===== config.mk =====
export PLATFORM = sky130hd
export DESIGN_NAME = hazard_ctrl_flat
export DESIGN_NICKNAME = d
export VERILOG_FILES = /design/src/rtl/hazard_pkg.sv /design/src/rtl/hazard_ctrl_if.sv /design/src/rtl/hazard_fwd.sv /design/src/rtl/hazard_ctrl.sv /design/src/flat_wrapper.sv
export SDC_FILE = /design/constraint.sdc
export NUM_CORES = 1
export LEC_CHECK = 0
export BUFFER_PORTS_ARGS = -buffer_cell sky130_fd_sc_hd__buf_2
export CELL_PAD_IN_SITES_DETAIL_PLACEMENT = 2
export CELL_PAD_IN_SITES_GLOBAL_PLACEMENT = 2
export CORE_MARGIN = 5
export CORE_UTILIZATION = 29
export DETAILED_ROUTE_END_ITERATION = 6
export PLACE_DENSITY_LB_ADDON = 0.1
export SLEW_MARGIN = 20
export SYNTH_ARGS = -nofsm -noshare
export SYNTH_HDL_FRONTEND = slang
export SYNTH_SLANG_ARGS = --single-unit

===== constraint.sdc =====
create_clock -name clk -period 5.1 [get_ports clk]
set_input_delay 1.02 -clock clk [delete_from_list [all_inputs] [get_ports clk]]
set_output_delay 1.02 -clock clk [all_outputs]
set_load 0.02 [all_outputs]

===== src/rtl/hazard_pkg.sv =====
// Shared types and constants for the pipeline hazard controller.
package hazard_pkg;

    typedef enum logic [0:0] {
        ST_RUN   = 1'b0,
        ST_DRAIN = 1'b1
    } state_t;

    localparam logic [1:0] FWD_RF = 2'b00;
    localparam logic [1:0] FWD_W  = 2'b01;
    localparam logic [1:0] FWD_M  = 2'b10;

    // M result is newer than W, so an M hit wins.
    function automatic logic [1:0] fwdSel(input logic hitM, input logic hitW);
        if (hitM) return FWD_M;
        if (hitW) return FWD_W;
        return FWD_RF;
    endfunction

endpackage


===== src/rtl/hazard_ctrl_if.sv =====
// Datapath <-> hazard controller signal bundle; master is the datapath side.
interface hazard_ctrl_if #(
    parameter int unsigned RW    = 5,
    parameter int unsigned CNT_W = 16
);
    logic [RW-1:0]    rsD, rtD;
    logic             branchD, jrD;
    logic [RW-1:0]    rsE, rtE, writeregE;
    logic             regwriteE, memtoregE;
    logic             div_startE, div_doneE;
    logic [RW-1:0]    writeregM;
    logic             regwriteM, memtoregM;
    logic             excM;
    logic [RW-1:0]    writeregW;
    logic             regwriteW;
    logic             i_stall, d_stall;
    logic             ifetch_busy;
    logic             clr_cnt;

    logic             forwardaD, forwardbD;
    logic [1:0]       forwardaE, forwardbE;
    logic             stallF, stallD, stallE, stallM;
    logic             flushD, flushE, flushM, flushW;
    logic             pc_redirect;
    logic [CNT_W-1:0] stall_cnt;

    modport master (
        output rsD, rtD, branchD, jrD, rsE, rtE, writeregE, regwriteE, memtoregE,
               div_startE, div_doneE, writeregM, regwriteM, memtoregM, excM,
               writeregW, regwriteW, i_stall, d_stall, ifetch_busy, clr_cnt,
        input  forwardaD, forwardbD, forwardaE, forwardbE, stallF, stallD, stallE, stallM,
               flushD, flushE, flushM, flushW, pc_redirect, stall_cnt
    );

    modport slave (
        input  rsD, rtD, branchD, jrD, rsE, rtE, writeregE, regwriteE, memtoregE,
               div_startE, div_doneE, writeregM, regwriteM, memtoregM, excM,
               writeregW, regwriteW, i_stall, d_stall, ifetch_busy, clr_cnt,
        output forwardaD, forwardbD, forwardaE, forwardbE, stallF, stallD, stallE, stallM,
               flushD, flushE, flushM, flushW, pc_redirect, stall_cnt
    );

endinterface


===== src/rtl/hazard_fwd.sv =====
// Operand forwarding selects for the D-stage comparators and the E-stage ALU.
module hazard_fwd
    import hazard_pkg::*;
#(
    parameter int unsigned RW = 5
) (
    input  logic [RW-1:0] rsD,
    input  logic [RW-1:0] rtD,
    input  logic [RW-1:0] rsE,
    input  logic [RW-1:0] rtE,
    input  logic [RW-1:0] writeregM,
    input  logic          regwriteM,
    input  logic [RW-1:0] writeregW,
    input  logic          regwriteW,
    output logic          forwardaD,
    output logic          forwardbD,
    output logic [1:0]    forwardaE,
    output logic [1:0]    forwardbE
);

    // Register 0 is hardwired zero, so a write to it must never be forwarded.
    assign forwardaD = (rsD != '0) && (rsD == writeregM) && regwriteM;
    assign forwardbD = (rtD != '0) && (rtD == writeregM) && regwriteM;

    assign forwardaE = fwdSel((rsE != '0) && regwriteM && (writeregM == rsE),
                              (rsE != '0) && regwriteW && (writeregW == rsE));
    assign forwardbE = fwdSel((rtE != '0) && regwriteM && (writeregM == rtE),
                              (rtE != '0) && regwriteW && (writeregW == rtE));

endmodule


===== src/rtl/hazard_ctrl.sv =====
// Pipeline hazard controller: forwarding, interlocks, memory/divider stalls,
// exception flush with fetch drain, and a saturating stall-cycle counter.
module hazard_ctrl
    import hazard_pkg::*;
#(
    parameter int unsigned RW    = 5,
    parameter int unsigned CNT_W = 16
) (
    input  logic         clk,
    input  logic         resetn,
    hazard_ctrl_if.slave bus
);

    state_t           stateQ, stateD;
    logic             divBusyQ, divBusyD;
    logic [CNT_W-1:0] stallCntQ;

    logic lwstall, brstall, divstall, memstall;
    logic stallF, stallD, stallE, stallM;
    logic flushD, flushE, flushM, flushW;
    logic pcRedirect;

    hazard_fwd #(
        .RW(RW)
    ) u_fwd (
        .rsD       (bus.rsD),
        .rtD       (bus.rtD),
        .rsE       (bus.rsE),
        .rtE       (bus.rtE),
        .writeregM (bus.writeregM),
        .regwriteM (bus.regwriteM),
        .writeregW (bus.writeregW),
        .regwriteW (bus.regwriteW),
        .forwardaD (bus.forwardaD),
        .forwardbD (bus.forwardbD),
        .forwardaE (bus.forwardaE),
        .forwardbE (bus.forwardbE)
    );

    assign lwstall  = bus.memtoregE && ((bus.rtE == bus.rsD) || (bus.rtE == bus.rtD));
    assign brstall  = (bus.branchD || bus.jrD) &&
                      ((bus.regwriteE && ((bus.writeregE == bus.rsD) ||
                                          (bus.writeregE == bus.rtD))) ||
                       (bus.memtoregM && ((bus.writeregM == bus.rsD) ||
                                          (bus.writeregM == bus.rtD))));
    assign divstall = (bus.div_startE || divBusyQ) && !bus.div_doneE;
    assign memstall = bus.i_stall || bus.d_stall;

    // A start coinciding with done is a zero-latency result: never go busy.
    always_comb begin
        divBusyD = divBusyQ;
        if (bus.div_doneE) begin
            divBusyD = 1'b0;
        end else if (bus.div_startE && !divBusyQ) begin
            divBusyD = 1'b1;
        end
    end

    always_comb begin
        stateD     = stateQ;
        stallF     = 1'b0;
        stallD     = 1'b0;
        stallE     = 1'b0;
        stallM     = 1'b0;
        flushD     = 1'b0;
        flushE     = 1'b0;
        flushM     = 1'b0;
        flushW     = 1'b0;
        pcRedirect = 1'b0;
        unique case (stateQ)
            ST_RUN: begin
                if (bus.excM) begin
                    flushD = 1'b1;
                    flushE = 1'b1;
                    flushM = 1'b1;
                    flushW = 1'b1;
                    if (bus.ifetch_busy) begin
                        stateD = ST_DRAIN;
                    end else begin
                        pcRedirect = 1'b1;
                    end
                end else if (memstall) begin
                    // Freeze everything; only the retiring W slot is bubbled.
                    stallF = 1'b1;
                    stallD = 1'b1;
                    stallE = 1'b1;
                    stallM = 1'b1;
                    flushW = 1'b1;
                end else if (divstall) begin
                    stallF = 1'b1;
                    stallD = 1'b1;
                    stallE = 1'b1;
                    flushM = 1'b1;
                end else if (lwstall || brstall) begin
                    stallF = 1'b1;
                    stallD = 1'b1;
                    flushE = 1'b1;
                end
            end
            ST_DRAIN: begin
                // Wait out the outstanding fetch; its instruction is discarded.
                stallF = 1'b1;
                flushD = 1'b1;
                if (!bus.ifetch_busy) begin
                    pcRedirect = 1'b1;
                    stateD     = ST_RUN;
                end
            end
            default: stateD = ST_RUN;
        endcase
    end

    always_ff @(posedge clk or negedge resetn) begin
        if (!resetn) begin
            stateQ   <= ST_RUN;
            divBusyQ <= 1'b0;
        end else begin
            stateQ   <= stateD;
            divBusyQ <= divBusyD;
        end
    end

    always_ff @(posedge clk or negedge resetn) begin
        if (!resetn) begin
            stallCntQ <= '0;
        end else if (bus.clr_cnt) begin
            stallCntQ <= '0;
        end else if (stallF && (stallCntQ != '1)) begin
            stallCntQ <= stallCntQ + CNT_W'(1);
        end
    end

    assign bus.stallF      = stallF;
    assign bus.stallD      = stallD;
    assign bus.stallE      = stallE;
    assign bus.stallM      = stallM;
    assign bus.flushD      = flushD;
    assign bus.flushE      = flushE;
    assign bus.flushM      = flushM;
    assign bus.flushW      = flushW;
    assign bus.pc_redirect = pcRedirect;
    assign bus.stall_cnt   = stallCntQ;

endmodule


===== src/flat_wrapper.sv =====
// flat-port wrapper written by rule: the top's interface ports become plain ports
module hazard_ctrl_flat import hazard_pkg::*;
#(
    parameter int unsigned RW    = 5,
    parameter int unsigned CNT_W = 16
)
  (clk, resetn, bus_rsD, bus_rtD, bus_branchD, bus_jrD, bus_rsE, bus_rtE, bus_writeregE, bus_regwriteE, bus_memtoregE, bus_div_startE, bus_div_doneE, bus_writeregM, bus_regwriteM, bus_memtoregM, bus_excM, bus_writeregW, bus_regwriteW, bus_i_stall, bus_d_stall, bus_ifetch_busy, bus_clr_cnt, bus_forwardaD, bus_forwardbD, bus_forwardaE, bus_forwardbE, bus_stallF, bus_stallD, bus_stallE, bus_stallM, bus_flushD, bus_flushE, bus_flushM, bus_flushW, bus_pc_redirect, bus_stall_cnt);
  hazard_ctrl_if #(.RW(RW), .CNT_W(CNT_W)) bus_i ();
  input  logic clk;
  input  logic resetn;
  input wire logic [$bits(bus_i.rsD)-1:0] bus_rsD;
  input wire logic [$bits(bus_i.rtD)-1:0] bus_rtD;
  input wire logic [$bits(bus_i.branchD)-1:0] bus_branchD;
  input wire logic [$bits(bus_i.jrD)-1:0] bus_jrD;
  input wire logic [$bits(bus_i.rsE)-1:0] bus_rsE;
  input wire logic [$bits(bus_i.rtE)-1:0] bus_rtE;
  input wire logic [$bits(bus_i.writeregE)-1:0] bus_writeregE;
  input wire logic [$bits(bus_i.regwriteE)-1:0] bus_regwriteE;
  input wire logic [$bits(bus_i.memtoregE)-1:0] bus_memtoregE;
  input wire logic [$bits(bus_i.div_startE)-1:0] bus_div_startE;
  input wire logic [$bits(bus_i.div_doneE)-1:0] bus_div_doneE;
  input wire logic [$bits(bus_i.writeregM)-1:0] bus_writeregM;
  input wire logic [$bits(bus_i.regwriteM)-1:0] bus_regwriteM;
  input wire logic [$bits(bus_i.memtoregM)-1:0] bus_memtoregM;
  input wire logic [$bits(bus_i.excM)-1:0] bus_excM;
  input wire logic [$bits(bus_i.writeregW)-1:0] bus_writeregW;
  input wire logic [$bits(bus_i.regwriteW)-1:0] bus_regwriteW;
  input wire logic [$bits(bus_i.i_stall)-1:0] bus_i_stall;
  input wire logic [$bits(bus_i.d_stall)-1:0] bus_d_stall;
  input wire logic [$bits(bus_i.ifetch_busy)-1:0] bus_ifetch_busy;
  input wire logic [$bits(bus_i.clr_cnt)-1:0] bus_clr_cnt;
  output wire logic [$bits(bus_i.forwardaD)-1:0] bus_forwardaD;
  output wire logic [$bits(bus_i.forwardbD)-1:0] bus_forwardbD;
  output wire logic [$bits(bus_i.forwardaE)-1:0] bus_forwardaE;
  output wire logic [$bits(bus_i.forwardbE)-1:0] bus_forwardbE;
  output wire logic [$bits(bus_i.stallF)-1:0] bus_stallF;
  output wire logic [$bits(bus_i.stallD)-1:0] bus_stallD;
  output wire logic [$bits(bus_i.stallE)-1:0] bus_stallE;
  output wire logic [$bits(bus_i.stallM)-1:0] bus_stallM;
  output wire logic [$bits(bus_i.flushD)-1:0] bus_flushD;
  output wire logic [$bits(bus_i.flushE)-1:0] bus_flushE;
  output wire logic [$bits(bus_i.flushM)-1:0] bus_flushM;
  output wire logic [$bits(bus_i.flushW)-1:0] bus_flushW;
  output wire logic [$bits(bus_i.pc_redirect)-1:0] bus_pc_redirect;
  output wire logic [$bits(bus_i.stall_cnt)-1:0] bus_stall_cnt;
  assign bus_i.rsD = bus_rsD;
  assign bus_i.rtD = bus_rtD;
  assign bus_i.branchD = bus_branchD;
  assign bus_i.jrD = bus_jrD;
  assign bus_i.rsE = bus_rsE;
  assign bus_i.rtE = bus_rtE;
  assign bus_i.writeregE = bus_writeregE;
  assign bus_i.regwriteE = bus_regwriteE;
  assign bus_i.memtoregE = bus_memtoregE;
  assign bus_i.div_startE = bus_div_startE;
  assign bus_i.div_doneE = bus_div_doneE;
  assign bus_i.writeregM = bus_writeregM;
  assign bus_i.regwriteM = bus_regwriteM;
  assign bus_i.memtoregM = bus_memtoregM;
  assign bus_i.excM = bus_excM;
  assign bus_i.writeregW = bus_writeregW;
  assign bus_i.regwriteW = bus_regwriteW;
  assign bus_i.i_stall = bus_i_stall;
  assign bus_i.d_stall = bus_d_stall;
  assign bus_i.ifetch_busy = bus_ifetch_busy;
  assign bus_i.clr_cnt = bus_clr_cnt;
  assign bus_forwardaD = bus_i.forwardaD;
  assign bus_forwardbD = bus_i.forwardbD;
  assign bus_forwardaE = bus_i.forwardaE;
  assign bus_forwardbE = bus_i.forwardbE;
  assign bus_stallF = bus_i.stallF;
  assign bus_stallD = bus_i.stallD;
  assign bus_stallE = bus_i.stallE;
  assign bus_stallM = bus_i.stallM;
  assign bus_flushD = bus_i.flushD;
  assign bus_flushE = bus_i.flushE;
  assign bus_flushM = bus_i.flushM;
  assign bus_flushW = bus_i.flushW;
  assign bus_pc_redirect = bus_i.pc_redirect;
  assign bus_stall_cnt = bus_i.stall_cnt;
  hazard_ctrl #(.RW(RW), .CNT_W(CNT_W)) u_core (.clk(clk), .resetn(resetn), .bus(bus_i));
endmodule

Yosys cells after proc, flatten, opt, wreduce, memory -nomap -nowiden
Cells that the tools add are included.

Flip-flop bits (word level): 18. Bits in latches: 0. RAM bits: 0. ROM bits: 0. Input bits: 51. Output and inout port bits: 31. Word-level logic and storage cells: 101. Memories kept: 0.

Add/sub/neg operators: 1. Multiply operators: 0. Div/mod/pow operators: 0. Magnitude comparators: 0. Eq/ne operators: 13. Shifts and indexed selects: 0. Multiplexer cells: 48. Bitwise logic cells: 1. Reductions and logical operators: 35.

Operators with widths (count): 5-bit == test (12); 1-bit two-way mux (34); 16-bit two-way mux (2); 5-bit nonzero test (4); 1-bit logical AND (19); 16-bit by 1-bit adder with 16-bit output (second input constant) (1); 2-bit two-way mux (8); 16-bit inequality test (second input constant) (1); 1-bit logical OR (8); 1-bit one-hot mux with 2 select lines (4); 2-bit nonzero test (2); 1-bit logical NOT (2); 1-bit inverter (1).

Logic depth before layout (Yosys ltp)
Word-level depth: 14. Mapped depth: 10. Gate-level depth less buffers: 7.

Hierarchy
From an unflattened synthesis, not the netlist that was laid out.

Cells, all modules: 232. Area, all modules: 1958.1 um2.

By module, submodules not included: hazard_ctrl (times used 1, cells an instance 172, area an instance 1502.7 um2, sequential area each 450.4 um2); hazard_fwd (times used 1, cells an instance 60, area an instance 455.4 um2, sequential area each 0.0 um2).

Least setup slack after synthesis
Ideal clock, no wire load.

Path type: in2out. From: input port bus_rtE[2]. To: output port bus_forwardbE[0]. Arrival: 2.620 ns. Required time: 4.080 ns. Setup slack: 1.460 ns. Cell stages on the path: 5. Path buffers: 1. Path through: buf_6 > or4_1 > nor2_1 > nor4_1 > nor4_1.

Longest elaborated chain between the ends: 7. Elaborated cells between the ends (all ways): 13. Those cells by class: 2 x eq/ne; 6 x mux; 5 x reduce/logical.

Ends and longest elaborated chain: from (decl) (line flat_wrapper.sv:16) `input wire logic [$bits(bus_i.rtE)-1:0] bus_rtE;`; 5-bit nonzero test (line hazard_fwd.sv:27, hazard_fwd.sv:28); 1-bit logical AND (2 in series) (line hazard_fwd.sv:28) `(rtE != '0) && regwriteW && (writeregW == rtE));`; 1-bit two-way mux (2 in series) (line hazard_pkg.sv:16) `if (hitW) return FWD_W;`; 2-bit two-way mux (line hazard_pkg.sv:17) `return FWD_RF;`; 2-bit two-way mux (*) (line hazard_pkg.sv:16); to (decl) (line flat_wrapper.sv:35) `output wire logic [$bits(bus_i.forwardbE)-1:0] bus_forwardbE;`.

Every way passes the cells marked *; elsewhere a longest branch is shown, timed or not. The select of a mux whose other input is x is not followed.

Final worst setup path
From: input port bus_rtE[2]. To: output port bus_stallF.

Longest elaborated chain between the ends: 9. Elaborated cells between the ends (all ways): 10. Those cells by class: 2 x eq/ne; 5 x mux; 3 x reduce/logical.

Ends and longest elaborated chain: 5-bit == test (line hazard_ctrl.sv:40) `assign lwstall = bus.memtoregE && ((bus.rtE == bus.rsD) || (bus.rtE == bus.rtD));`; 1-bit logical OR (*) (line hazard_ctrl.sv:40); 1-bit logical AND (*) (line hazard_ctrl.sv:40); 1-bit logical OR (*) (line hazard_ctrl.sv:94) `end else if (lwstall || brstall) begin`; 1-bit two-way mux (*) (line hazard_ctrl.sv:94); 1-bit two-way mux (*) (line hazard_ctrl.sv:89) `end else if (divstall) begin`; 1-bit two-way mux (*) (line hazard_ctrl.sv:82) `end else if (memstall) begin`; 1-bit two-way mux (*) (line hazard_ctrl.sv:72) `if (bus.excM) begin`; 1-bit one-hot mux with 2 select lines (*) (line hazard_ctrl.sv:70) `unique case (stateQ)`; to (decl) (line flat_wrapper.sv:36) `output wire logic [$bits(bus_i.stallF)-1:0] bus_stallF;`.

Every way passes the cells marked *; elsewhere a longest branch is shown, timed or not.

==> out/results.txt <==
Hold Path Class: flop to flop
HP Start: u_core.bus.stall_cnt[11]
slew margin rel.: 0.5717
vias per cell: 5.395
flop-to-flop setup slack: 2650 ps
outcome: complete, no violations
Tightest Pin Transition: 642.4 ps
post-route ant nets: 0
clk buf depth: 2
#FFs+latches synth: 18
Cells after Synth: 220
IO Count: 82
synth top area cells: dfrtp_1, xnor2_1, or4_1, nand4_1, nor2_1
share of cells above drive strength 1: 0.3368
post-synthesis cell area: 1878 µm²
Synth async-reset ratio: 1.000
initial antenna violation count: 0
Sink Count: 18
post-synth net total: 272
Worst setup SP type: input pin
Die X: 90.48 µm
DR iter-0 viols: 39
Worst Path Max Fanout: 6
area delta synth->final: 20.45%
Leak Pwr: 0.9720 nW
die area: 8186 µm²
final setup vio count: 0
Post-layout nets: 342
pre-CTS WS: 1418 ps
Setup Buffers After CTS: 0
Yosys top cell area share: 0.2398
first-pass iteration count of the detailed router: 3
total number of vias: 1,969
Setup crit end kind: primary output
DR DRC count: 0
H-tree depth: 1
Critical Path Slowest Stage Cell: a31oi_1
worst path bufs/invs: 2
crit path kind: input pin to primary output
CORE AREA: 6314 µm²
Worst Clk Skew: 2.447 ps
dominant synthesized flop cell: dfrtp_1
Req. time, crit path: 4080 ps
TritonCTS clock tree: yes
pin count of the biggest net entering global routing: 23
Peak VDD IR: 0.1074 mV
Ys Warns: 0
Routed WL: 6450 µm
period utilization: 0.7155
RSZ-0062 raised after global routing: false
hold path cells: 2
CP top delay family: compound AO/OA/AOI/OAI gates
Tmin final: 3649 ps
Seq/Total Area, Yosys: 0.2398
CTS root buffer: clkbuf_8
Tot GR Track Use: 0.1586
Num CTS Buffers: 3
Initial Util: 0.2975
first-pass GRT wire length: 10,980 µm
Max Cap Violations: 0
final HPWL from detailed placement: 5320 µm
reg2reg path depth: 7
die height: 90.48 µm
Max stage delay on crit path: 500 ps
IO Port Bufs: 81
P per Cell Area: 170.5 nW/µm²
fin util: 0.3583
row count: 29
Hold Vio Cnt, Final: 0
# diodes: 0
DR WL/cell: 17.67 µm
CP dominant cell by count: buf_2
Hold-fix buffers, CTS: 0
critical path, cell by cell: buf_2, xnor2_1, nand4_1, o221ai_2, o211ai_2, a31oi_1, buf_2
Setup WS post-layout: 1451 ps
GPL Wtd Cong: 0.7922
hold endpoint: u_core.bus.stall_cnt[11]
# resized after CTS: 0
TNS Setup: 0 ps
Distinct cells, synth: 39
GRT overflow: 0
Slew Viols, Final: 0
RR Endpoint: u_core.bus.stall_cnt[15]
origin of the critical flop-to-flop path: u_core.bus.stall_cnt[4]
Worst-Skew Late Latency: 260 ps
arrival time at the worst endpoint: 2630 ps
Post-synth EDFFs: 0
syn avg cell area: 8.537 µm²
fmax: 274.0 MHz
post-synth top area cell: dfrtp_1
Clock transition at path regs: 70 ps
vias in the first global route: 2,296
## registers in the layout (all words and copies together) (netlist names)
signal                count
u_core.bus.stall_cnt     16
u_core.divBusyQ           1
u_core.stateQ             1
## area by class of cell
| cell class | instances | area [µm²] |
|---|---|---|
| Clock buffer | 3 | 41.29 |
| Fill cell | 786 | 4051 |
| Inverter | 3 | 11.26 |
| Multi-Input combinational cell | 183 | 1257 |
| Sequential cell | 18 | 450.4 |
| Tap cell | 77 | 96.34 |
| Timing Repair Buffer | 81 | 405.4 |
## power breakdown
| part | total, mW | switching (mW) | internal [mW] |
|---|---|---|---|
| clock network | 0.104 | 0.0512 | 0.0526 |
| logic | 0.133 | 0.0772 | 0.0557 |
| registers | 0.149 | 0.00353 | 0.146 |
## how the worst max path moves through the flow
stage	start	end	slack (ps)	depth (start not counted)
CTS	bus_rtE[2]	bus_stallF	1420	7
finish	bus_rtE[2]	bus_stallF	1450	7
global placement	bus_rtE[2]	bus_stallF	1490	7
global route	bus_rtE[3]	bus_stallF	1250	7
floorplan	bus_rtE[2]	bus_forwardbE[0]	1460	5
detailed placement	bus_rtE[2]	bus_stallF	1420	7
## cell families (layout without fill, tap and decap cells)
| kind of cell | count (synthesis) | after routing | share of synthesized area |
|---|---|---|---|
| flip-flops | 18 | 18 | 0.2398 |
| AND/OR/NAND/NOR | 94 | 94 | 0.2898 |
| XOR/XNOR | 48 | 48 | 0.2238 |
| AO/OA/AOI/OAI | 35 | 35 | 0.1192 |
| buffers and inverters | 19 | 87 | 0.09060 |
| multiplexers | 5 | 5 | 0.02998 |
| adder cells (fa/ha/maj) | 1 | 1 | 0.006661 |
## metal layers
layer / global-route usage / share of wire
met5: 0 / 0
met1: 0.1808 / 0.41
met3: 0.02167 / 0.039
met2: 0.3027 / 0.54
met4: 0.04342 / 0.010
## synthesized netlist by cell type (2+ instances only)
library cell,instances
and4_1,3
a31oi_1,2
inv_1,3
xor2_1,4
nor2b_1,7
dfrtp_1,18
nor4_1,5
nand4_1,12
nor2_1,18
mux2_2,5
and3_1,3
nand3_1,12
or4_1,11
clkbuf_8,4
nor3_1,6
xnor2_1,44
o31ai_1,8
and3_4,2
clkbuf_1,4
o21ai_0,5
o22ai_1,4
nand2_1,6
or2_2,2
buf_6,5
a21oi_1,13
## through the flow
stage               instance area (µm²)  hold WS, ps  power, mW  std cells
finish                             2262        585.5     0.3857        365
detailed placement                 2221        579.4     0.2878        362
global placement                   2221        580.1     0.2842        362
CTS                                2262        591.1     0.3914        365
global route                       2262        642.0     0.4093        365
floorplan                          1878        526.1     0.2370        220
## cells in the final DEF, fill, tap and decap left out
cell,instances
nand4b_1,1
nand3_1,12
inv_1,3
o21ai_0,5
or3_1,1
a31oi_1,2
ha_1,1
mux2_2,5
nand4_1,12
nor2b_1,7
and2_1,1
nor3_1,6
and3_2,1
dfrtp_1,18
o221ai_2,1
and4_1,3
clkbuf_8,3
nand3b_1,1
o22ai_1,4
o41ai_1,1
or4_1,11
or2_1,1
nor2_1,18
o211ai_2,1
and3_4,2
or2_2,2
nand2_1,6
xnor2_1,44
nor4_1,5
and3_1,3
o31ai_1,8
buf_2,81
or3b_2,1
xor2_1,4
a21oi_1,13
## worst min-delay path, delay by kind of cell, from the launching register on
family	cells	cell delay (ps)
compound gates	2	140
flops	1	410
No activity file was read; power rests on OpenSTA's default activity.
